==> src/rtl/fft_pkg.sv <==
// Shared FFT definitions: collector states, default sizes and bin index type.
// Imported by the collector, the SPI FFT slave and the FFT core wrapper.
package fft_pkg;

   localparam int FFT_N_BINS = 32;
   localparam int FFT_IN_W   = 16;
   localparam int FFT_OUT_W  = 32;

   typedef logic [$clog2(FFT_N_BINS)-1:0] bin_idx_t;

   typedef enum logic [2:0] {
      ST_IDLE,
      ST_START,
      ST_COLLECT,
      ST_FLUSH,
      ST_DONE
   } coll_state_t;

endpackage

==> src/rtl/fft_bin_collector_mag_sq_pipe.sv <==
// Magnitude-squared unit: registers one accepted bin with its index and
// presents re^2+im^2 for a write one cycle after the handshake.
module mag_sq_pipe #(
   parameter int IN_W  = 16,
   parameter int OUT_W = 32,
   parameter int IDX_W = 5
) (
   input  logic                    clk,
   input  logic                    rst_n,
   input  logic                    bin_valid,
   input  logic signed [IN_W-1:0]  re,
   input  logic signed [IN_W-1:0]  im,
   input  logic [IDX_W-1:0]        idx,
   output logic                    wr_en,
   output logic [IDX_W-1:0]        wr_idx,
   output logic [OUT_W-1:0]        mag
);

   logic signed [IN_W-1:0]   re_q;
   logic signed [IN_W-1:0]   im_q;
   logic signed [2*IN_W-1:0] re_x;
   logic signed [2*IN_W-1:0] im_x;
   logic signed [2*IN_W-1:0] re_sq;
   logic signed [2*IN_W-1:0] im_sq;
   logic [2*IN_W-1:0]        sum;

   // Stage 1: capture the accepted bin, its index and a write strobe.
   always_ff @(posedge clk or negedge rst_n) begin
      if (!rst_n) begin
         wr_en  <= 1'b0;
         wr_idx <= '0;
         re_q   <= '0;
         im_q   <= '0;
      end else begin
         wr_en <= bin_valid;
         if (bin_valid) begin
            re_q   <= re;
            im_q   <= im;
            wr_idx <= idx;
         end
      end
   end

   // Squares of two signed values are non-negative, so the sum is unsigned.
   assign re_x  = (2*IN_W)'(re_q);
   assign im_x  = (2*IN_W)'(im_q);
   assign re_sq = re_x * re_x;
   assign im_sq = im_x * im_x;
   assign sum   = $unsigned(re_sq) + $unsigned(im_sq);
   assign mag   = OUT_W'(sum);

endmodule

==> src/rtl/fft_bin_collector.sv <==
// Collects streamed FFT bins into a magnitude-squared result array and
// flags a complete frame to the SPI slave with a level valid.
module fft_bin_collector
   import fft_pkg::*;
#(
   parameter int N_BINS         = FFT_N_BINS,
   parameter int IN_W           = FFT_IN_W,
   parameter int OUT_W          = FFT_OUT_W,
   parameter int TIMEOUT_CYCLES = 4096
) (
   input  logic                   i_Clk,
   input  logic                   i_Rst_L,
   input  logic                   i_New_Samples_Ready,
   output logic                   o_FFT_Start,
   input  logic                   i_Bin_Valid,
   output logic                   o_Bin_Ready,
   input  logic signed [IN_W-1:0] i_Bin_Re,
   input  logic signed [IN_W-1:0] i_Bin_Im,
   input  logic                   i_Bin_Last,
   output logic [OUT_W-1:0]       o_FFT_Output [N_BINS],
   output logic                   o_FFT_Valid,
   output logic                   o_Frame_Err
);

   localparam int IDX_W = (N_BINS > 1) ? $clog2(N_BINS) : 1;
   localparam int TMO_W = $clog2(TIMEOUT_CYCLES + 1);

   coll_state_t       state;
   logic [IDX_W-1:0]  bin_cnt;
   logic [TMO_W-1:0]  tmo_cnt;
   logic              hs;
   logic              last_idx;
   logic              tmo_hit;
   logic              wr_en;
   logic [IDX_W-1:0]  wr_idx;
   logic [OUT_W-1:0]  wr_mag;

   assign o_Bin_Ready = (state == ST_COLLECT);
   assign hs          = i_Bin_Valid & o_Bin_Ready;
   assign last_idx    = (bin_cnt == IDX_W'(N_BINS - 1));
   assign tmo_hit     = (tmo_cnt == TMO_W'(TIMEOUT_CYCLES - 1));

   mag_sq_pipe #(
      .IN_W  (IN_W),
      .OUT_W (OUT_W),
      .IDX_W (IDX_W)
   ) u_mag (
      .clk       (i_Clk),
      .rst_n     (i_Rst_L),
      .bin_valid (hs),
      .re        (i_Bin_Re),
      .im        (i_Bin_Im),
      .idx       (bin_cnt),
      .wr_en     (wr_en),
      .wr_idx    (wr_idx),
      .mag       (wr_mag)
   );

   // Frame sequencing: start pulse, bin counting, framing checks, valid flag.
   always_ff @(posedge i_Clk or negedge i_Rst_L) begin
      if (!i_Rst_L) begin
         state       <= ST_IDLE;
         o_FFT_Start <= 1'b0;
         o_FFT_Valid <= 1'b0;
         o_Frame_Err <= 1'b0;
         bin_cnt     <= '0;
         tmo_cnt     <= '0;
      end else begin
         o_FFT_Start <= 1'b0;
         unique case (state)
            ST_IDLE, ST_DONE: begin
               if (i_New_Samples_Ready) begin
                  state       <= ST_START;
                  o_FFT_Start <= 1'b1;
                  o_FFT_Valid <= 1'b0;
                  o_Frame_Err <= 1'b0;
                  bin_cnt     <= '0;
                  tmo_cnt     <= '0;
               end
            end
            ST_START: begin
               state <= ST_COLLECT;
            end
            ST_COLLECT: begin
               tmo_cnt <= tmo_cnt + 1'b1;
               if (tmo_hit) begin
                  o_Frame_Err <= 1'b1;
                  state       <= ST_IDLE;
               end else if (hs) begin
                  bin_cnt <= bin_cnt + 1'b1;
                  if (i_Bin_Last && last_idx) begin
                     state <= ST_FLUSH;
                  end else if (i_Bin_Last || last_idx) begin
                     o_Frame_Err <= 1'b1;
                     state       <= ST_IDLE;
                  end
               end
            end
            ST_FLUSH: begin
               // Leave once the final bin's write has landed.
               if (!wr_en) begin
                  o_FFT_Valid <= 1'b1;
                  state       <= ST_DONE;
               end
            end
            default: begin
               state <= ST_IDLE;
            end
         endcase
      end
   end

   // Result array: one write per accepted bin, frozen otherwise.
   always_ff @(posedge i_Clk or negedge i_Rst_L) begin
      if (!i_Rst_L) begin
         for (int i = 0; i < N_BINS; i++) begin
            o_FFT_Output[i] <= '0;
         end
      end else if (wr_en) begin
         o_FFT_Output[wr_idx] <= wr_mag;
      end
   end

endmodule

==> config.mk <==
export PLATFORM = sky130hd
export DESIGN_NAME = fft_bin_collector
export DESIGN_NICKNAME = d
export VERILOG_FILES = /design/src/rtl/fft_pkg.sv /design/src/rtl/fft_bin_collector_mag_sq_pipe.sv /design/src/rtl/fft_bin_collector.sv
export SDC_FILE = /design/constraint.sdc
export NUM_CORES = 2
export LEC_CHECK = 0
export CELL_PAD_IN_SITES_DETAIL_PLACEMENT = 0
export CELL_PAD_IN_SITES_GLOBAL_PLACEMENT = 1
export CORE_AREA = 2 2 409 411
export CTS_CLUSTER_DIAMETER = 150
export DETAILED_ROUTE_END_ITERATION = 7
export DIE_AREA = 0 0 411 413
export PLACE_DENSITY = 0.8
export RECOVER_POWER = 25
export SYNTH_ARGS = -nofsm -noshare
export SYNTH_HDL_FRONTEND = slang
export SYNTH_HIERARCHICAL = 1
export SYNTH_SLANG_ARGS = --single-unit
export TNS_END_PERCENT = 10
==> constraint.sdc <==
create_clock -name i_Clk -period 10.3 [get_ports i_Clk]
set_input_delay 1.03 -clock i_Clk [delete_from_list [all_inputs] [get_ports i_Clk]]
set_output_delay 1.03 -clock i_Clk [all_outputs]
set_load 0.01 [all_outputs]
## Yosys cells after proc, flatten, opt, wreduce, memory -nomap -nowiden

Index checks and enable logic that the tools add are counted.

- Word-level logic and storage cells: 103
- Bits in registers: 1086
- Input port bits: 37
- Output and inout bits: 1028

- Bitwise logic cells: 2
- Equal/unequal tests: 14
- Reductions and logical operators: 12
- Add/subtract/negate cells: 3
- $lt $le $gt $ge: 2
- Multipliers: 2
- Mux-type cells: 26

Operator list:

| operator | count |
|---|---|
| $bwmux W1024 | 1 |
| $demux W32 S5 | 1 |
| $mul A16 B16 Y32 | 2 |
| $add A32 B32 Y32 | 1 |
| $mux W32 | 1 |
| $pmux W13 S2 | 1 |
| $mux W3 | 6 |
| $mux W5 | 3 |
| $add A13 B1 Y13 const B | 1 |
| $eq A13 B12 Y1 const B | 1 |
| $mux W13 | 1 |
| $pmux W3 S4 | 1 |
| $pmux W5 S2 | 1 |
| $mux W1 | 8 |
| $reduce_and A4 Y1 | 2 |
| $eq A3 B2 Y1 const B | 2 |
| $ge A6 B6 Y1 const B | 1 |
| $lt A6 B1 Y1 const B | 1 |
| $ne A2 B2 Y1 const B | 3 |
| $ne A3 B1 Y1 const B | 2 |
| $not A5 Y6 | 1 |
| $add A5 B1 Y5 const B | 1 |
| $eq A5 B5 Y1 const B | 1 |
| $reduce_and A5 Y1 | 1 |
| other kinds (14) | 17 |

## Longest topological paths before layout

- Depth in word-level cells: 7
- Depth in mapped cells: 30
- Mapped depth without buffers: 28

## By module

The synthesis kept the hierarchy.

Modules (own cells, without submodules):

| module | times used | area each (sq um) | seq. area each (sq um) | cells an instance |
|---|---|---|---|---|
| fft_bin_collector | 1 | 39490.4 | 26225.2 | 2422 |
| mag_sq_pipe | 1 | 18959.4 | 950.9 | 1931 |

## Worst setup path before layout

OpenSTA, ideal clock, no wires.

- Path kind: register to register
- Start: reg u_mag.im_q[15]
- End: reg o_FFT_Output[511] (netlist name)
- Stages on the path, launching flop included: 28
- Buffers on the path: 3
- Library setup time: 0.065 ns
- Data required time: 10.235 ns
- Period minus slack after synthesis: 7.755 ns
- Data arrival time: 7.690 ns
- Slack: 2.545 ns
- Path through: dfrtp_1 -> clkbuf_1 -> clkbuf_1 -> nand2_1 -> fa_1 -> inv_1 -> fa_1 -> inv_1 -> fa_1 -> inv_1 -> fa_1 -> fa_1 -> fa_1 -> fa_1 -> inv_1 -> fa_1 -> inv_1 -> ha_1 -> a21oi_1 -> o21ai_0 -> nor2_1 -> a31oi_1 -> a2111oi_2 -> o21bai_1 -> a21oi_1 -> xnor2_1 -> clkbuf_1 -> mux2_2

- Cells in the longest elaborated chain, start to end: 3

Ends and longest elaborated chain:

| what | line | RTL |
|---|---|---|
| start, declared | fft_bin_collector_mag_sq_pipe.sv:20 | `logic signed [IN_W-1:0] im_q;` |
| start signal, assigned | fft_bin_collector_mag_sq_pipe.sv:38 | `im_q <= im;` |
| $mul A16 B16 Y32 | fft_bin_collector_mag_sq_pipe.sv:48 | `assign im_sq = im_x * im_x;` |
| $add A32 B32 Y32 | fft_bin_collector_mag_sq_pipe.sv:49 | `assign sum = $unsigned(re_sq) + $unsigned(im_sq);` |
| via wr_mag[31] | fft_bin_collector.sv:36 | `logic [OUT_W-1:0] wr_mag;` |
| $bwmux W1024 | fft_bin_collector.sv:120 | `o_FFT_Output[wr_idx] <= wr_mag;` |
| end signal, assigned by index | fft_bin_collector.sv:120 |  |
| end, declared | fft_bin_collector.sv:20 | `output logic [OUT_W-1:0] o_FFT_Output [N_BINS],` |

The timed path passes the listed nets, and every way through them passes these cells.
A chain may end at the register's enable or synchronous reset.

## Worst setup path in the final report

- Start: reg u_mag.im_q[1]
- End: reg o_FFT_Output[18] (netlist name)

Same word-level chain as after synthesis.

==> flow_metrics.env <==
export IMPL_dieHeight_um=413
export IMPL_crit_fanout=19
export IMPL_clkSinkCount=1086
export IMPL_min_period_ns=9.01
export IMPL_io_buffers=1064
export IMPL_crit_buf_inv=8
export IMPL_crit_path_frequent_cell="fa_1"
export IMPL_async_reset_ff_frac=1.00
export IMPL_synth_edf_count=0
export IMPL_grt_max_degree=176
export IMPL_root_buffer="clkbuf_16"
export IMPL_hold_end="o_FFT_Output[628]"
export IMPL_start_util=0.352
export IMPL_crit_type="reg2reg"
export IMPL_gr_total_overflow=0
export IMPL_cts_tree="built"
export IMPL_min_from="o_FFT_Output[628]"
export IMPL_syn_area_mm2=0.0584
export IMPL_instances_no_fill=7673
export IMPL_vias=37800
export IMPL_r2r_slack_ns=1.29
export IMPL_setup_violations=0
export IMPL_cp_data_arrival_time_ns=9.69
export IMPL_critical_path_depth=26
export IMPL_rr_endpoint="o_FFT_Output[18]"
export IMPL_ff_latch_area_mm2=0.0272
export IMPL_gp_congestion=0.877
export IMPL_syn_area_per_cell_um2=13.4
export IMPL_critPathRequiredTime_ns=10.99
export IMPL_cp_end_kind="flip-flop"
export IMPL_cts_resized=0
export IMPL_synth_most_common_cell="dfrtp_1"
export IMPL_clock_skew_ns=0.0821
export IMPL_fill_cells=15000
export IMPL_rsz0062_at_grt="false"
export IMPL_dp_cells=7455
export IMPL_fmax_mhz=111
export IMPL_ios=1065
export IMPL_cap_viol_max_count=13
export IMPL_dr_pass1_iters=7
export IMPL_slowest_delay_ns=0.91
export IMPL_ys_warn_count=6
export IMPL_postCtsHoldBufs=0
export IMPL_ys_seq_area_frac=0.465
export IMPL_multi_input_area_mm2=0.0281
export IMPL_post_dp_hpwl_mm=143
export IMPL_reg2reg_depth=26
export IMPL_core_area_mm2=0.166
export IMPL_holdCritPathClass="reg2reg"
export IMPL_tns_ns=0
export IMPL_ys_seq_elements=1086
export IMPL_ys_types=65
export IMPL_numCtsBuffers=117
export IMPL_synth_top_cells_by_count="dfrtp_1 (1086), mux2_2 (1040), inv_1 (659), fa_1 (522), nand2_1 (197)"
export IMPL_violations="max-capacitance violations, max-slew violations"
export IMPL_h_tree_depth=3
export IMPL_viasPerCell=4.93
export IMPL_slew_viol_final=845
export IMPL_rows=150
export IMPL_wirelength_mm=198
export IMPL_nNetsFinal=6080
export IMPL_ant_nets=0
export IMPL_die_x_um=411
export IMPL_clock_latency_ns=0.80
export IMPL_grt_usage=0.232
export IMPL_drive_above_1_share=0.252
export IMPL_status="complete, but fails checks"
export IMPL_synth_main_ff_cell="dfrtp_1"
export IMPL_synth_area_leaders="dfrtp_1 (46%), mux2_2 (20%), fa_1 (18%), inv_1 (4.2%), ha_1 (3.2%)"
export IMPL_r2r_start="u_mag/im_q[1]"
export IMPL_clkTransAtPathRegs_ns=0.07
export IMPL_syn2layout_area_growth_pct=29.6
export IMPL_max_slew_margin=-1.80
export IMPL_cts_path_max_buffers=3
export IMPL_postSynthCellCount=4353
export IMPL_hold_viol_final=0
export IMPL_cp_start_kind="flip-flop"
export IMPL_antenna_found_initial=9
export IMPL_die_area_mm2=0.170
export IMPL_wl_per_cell_um=25.8
export IMPL_min_period_over_period=0.874
export IMPL_cts_setup_buffers=0
export IMPL_cpMaxStageDelayCell="xnor2_2"
export IMPL_worst_slew_pin_transition_ns=4.21
export IMPL_grt_pass1_vias=40500
export IMPL_synth_largest_area_cell="dfrtp_1"
export IMPL_drc=0
export IMPL_detail_route_iter0_violations=1959
export IMPL_grt_pass1_wl_mm=287
export IMPL_synthesis_nets=5063
export IMPL_holdPathStages=1
export IMPL_cp_top_family="adder cells"
export IMPL_synth_top_area_frac=0.465
worst max path at each step:
stage | from | end | slack [ns]
floorplan | u_mag/im_q[15] | o_FFT_Output[511] | 2.55
global placement | u_mag/im_q[1] | o_FFT_Output[287] | 1.39
detailed placement | u_mag/im_q[1] | o_FFT_Output[383] | 1.36
CTS | u_mag/im_q[1] | o_FFT_Output[511] | 1.32
global route | u_mag/im_q[1] | o_FFT_Output[447] | 0.93
finish | u_mag/im_q[1] | o_FFT_Output[18] | 1.29
cell families (layout without fill, tap and decap cells):
family / count (synthesis) / count (layout) / synth area share
flip-flops: 1086 / 1086 / 0.465
multiplexers: 1054 / 1054 / 0.203
buffers and inverters: 909 / 2022 / 0.0601
adder cells (fa/ha/maj): 673 / 673 / 0.211
AND/OR/NAND/NOR: 443 / 443 / 0.0368
AO/OA/AOI/OAI: 127 / 127 / 0.0150
XOR/XNOR: 61 / 61 / 0.00914
other: 0 / 3 / 0
through the flow:
step,setup slack (ns),hold WS [ns],instance area (um^2),utilization
global route,0.926,0.500,75700,0.456
CTS,1.32,0.186,75800,0.457
finish,1.29,0.488,75700,0.456
global placement,1.39,0.469,71900,0.433
floorplan,2.55,0.448,58400,-
detailed placement,1.36,0.478,71900,0.433
cell usage in the layout (no fill, tap or decap), drive strengths merged, types with 8 or more instances in the layout:
cell,Yosys,routed
buf,106,70
nand2,197,197
clkbuf,143,188
o21ai,35,35
xnor2,49,49
dfrtp,1086,1086
nor2,71,71
clkinv,1,27
nand3,20,20
clkdlybuf4s50,0,1061
xor2,12,12
fa,522,522
and2,89,89
mux2,1050,1050
nor2b,17,17
nand2b,10,10
inv,659,668
a21o,13,13
o31ai,8,8
ha,151,151
a21oi,34,34
layer usage:
layer | up-vias | share of wire | track usage
li1 | 16000 | - | -
met3 | 309 | 0.075 | 0.0653
met1 | 20200 | 0.41 | 0.296
met5 | - | 0 | 0
met2 | 1297 | 0.48 | 0.382
met4 | 0 | 0.032 | 0.0730
registers in the layout, summed over array words and instances (netlist names):
signal,count
state,3
u_mag/wr_en,1
u_mag/im_q,16
o_FFT_Start,1
o_Frame_Err,1
u_mag/wr_idx,5
bin_cnt,5
o_FFT_Valid,1
o_FFT_Output,1024
u_mag/re_q,16
tmo_cnt,13
area by class of cell:
cell class                      instances  area share
Multi-Input combinational cell       2358       0.371
Sequential cell                      1086       0.359
Timing Repair Buffer                 1147       0.149
Clock buffer                          174      0.0451
Tap cell                             2204      0.0364
Inverter                              660      0.0327
Clock inverter                         41     0.00697
Antenna cell                            3   0.0000991
Power is left out: the tool's default activity adds up to more than one toggle a clock period on the data nets, which glitch-free logic cannot reach.
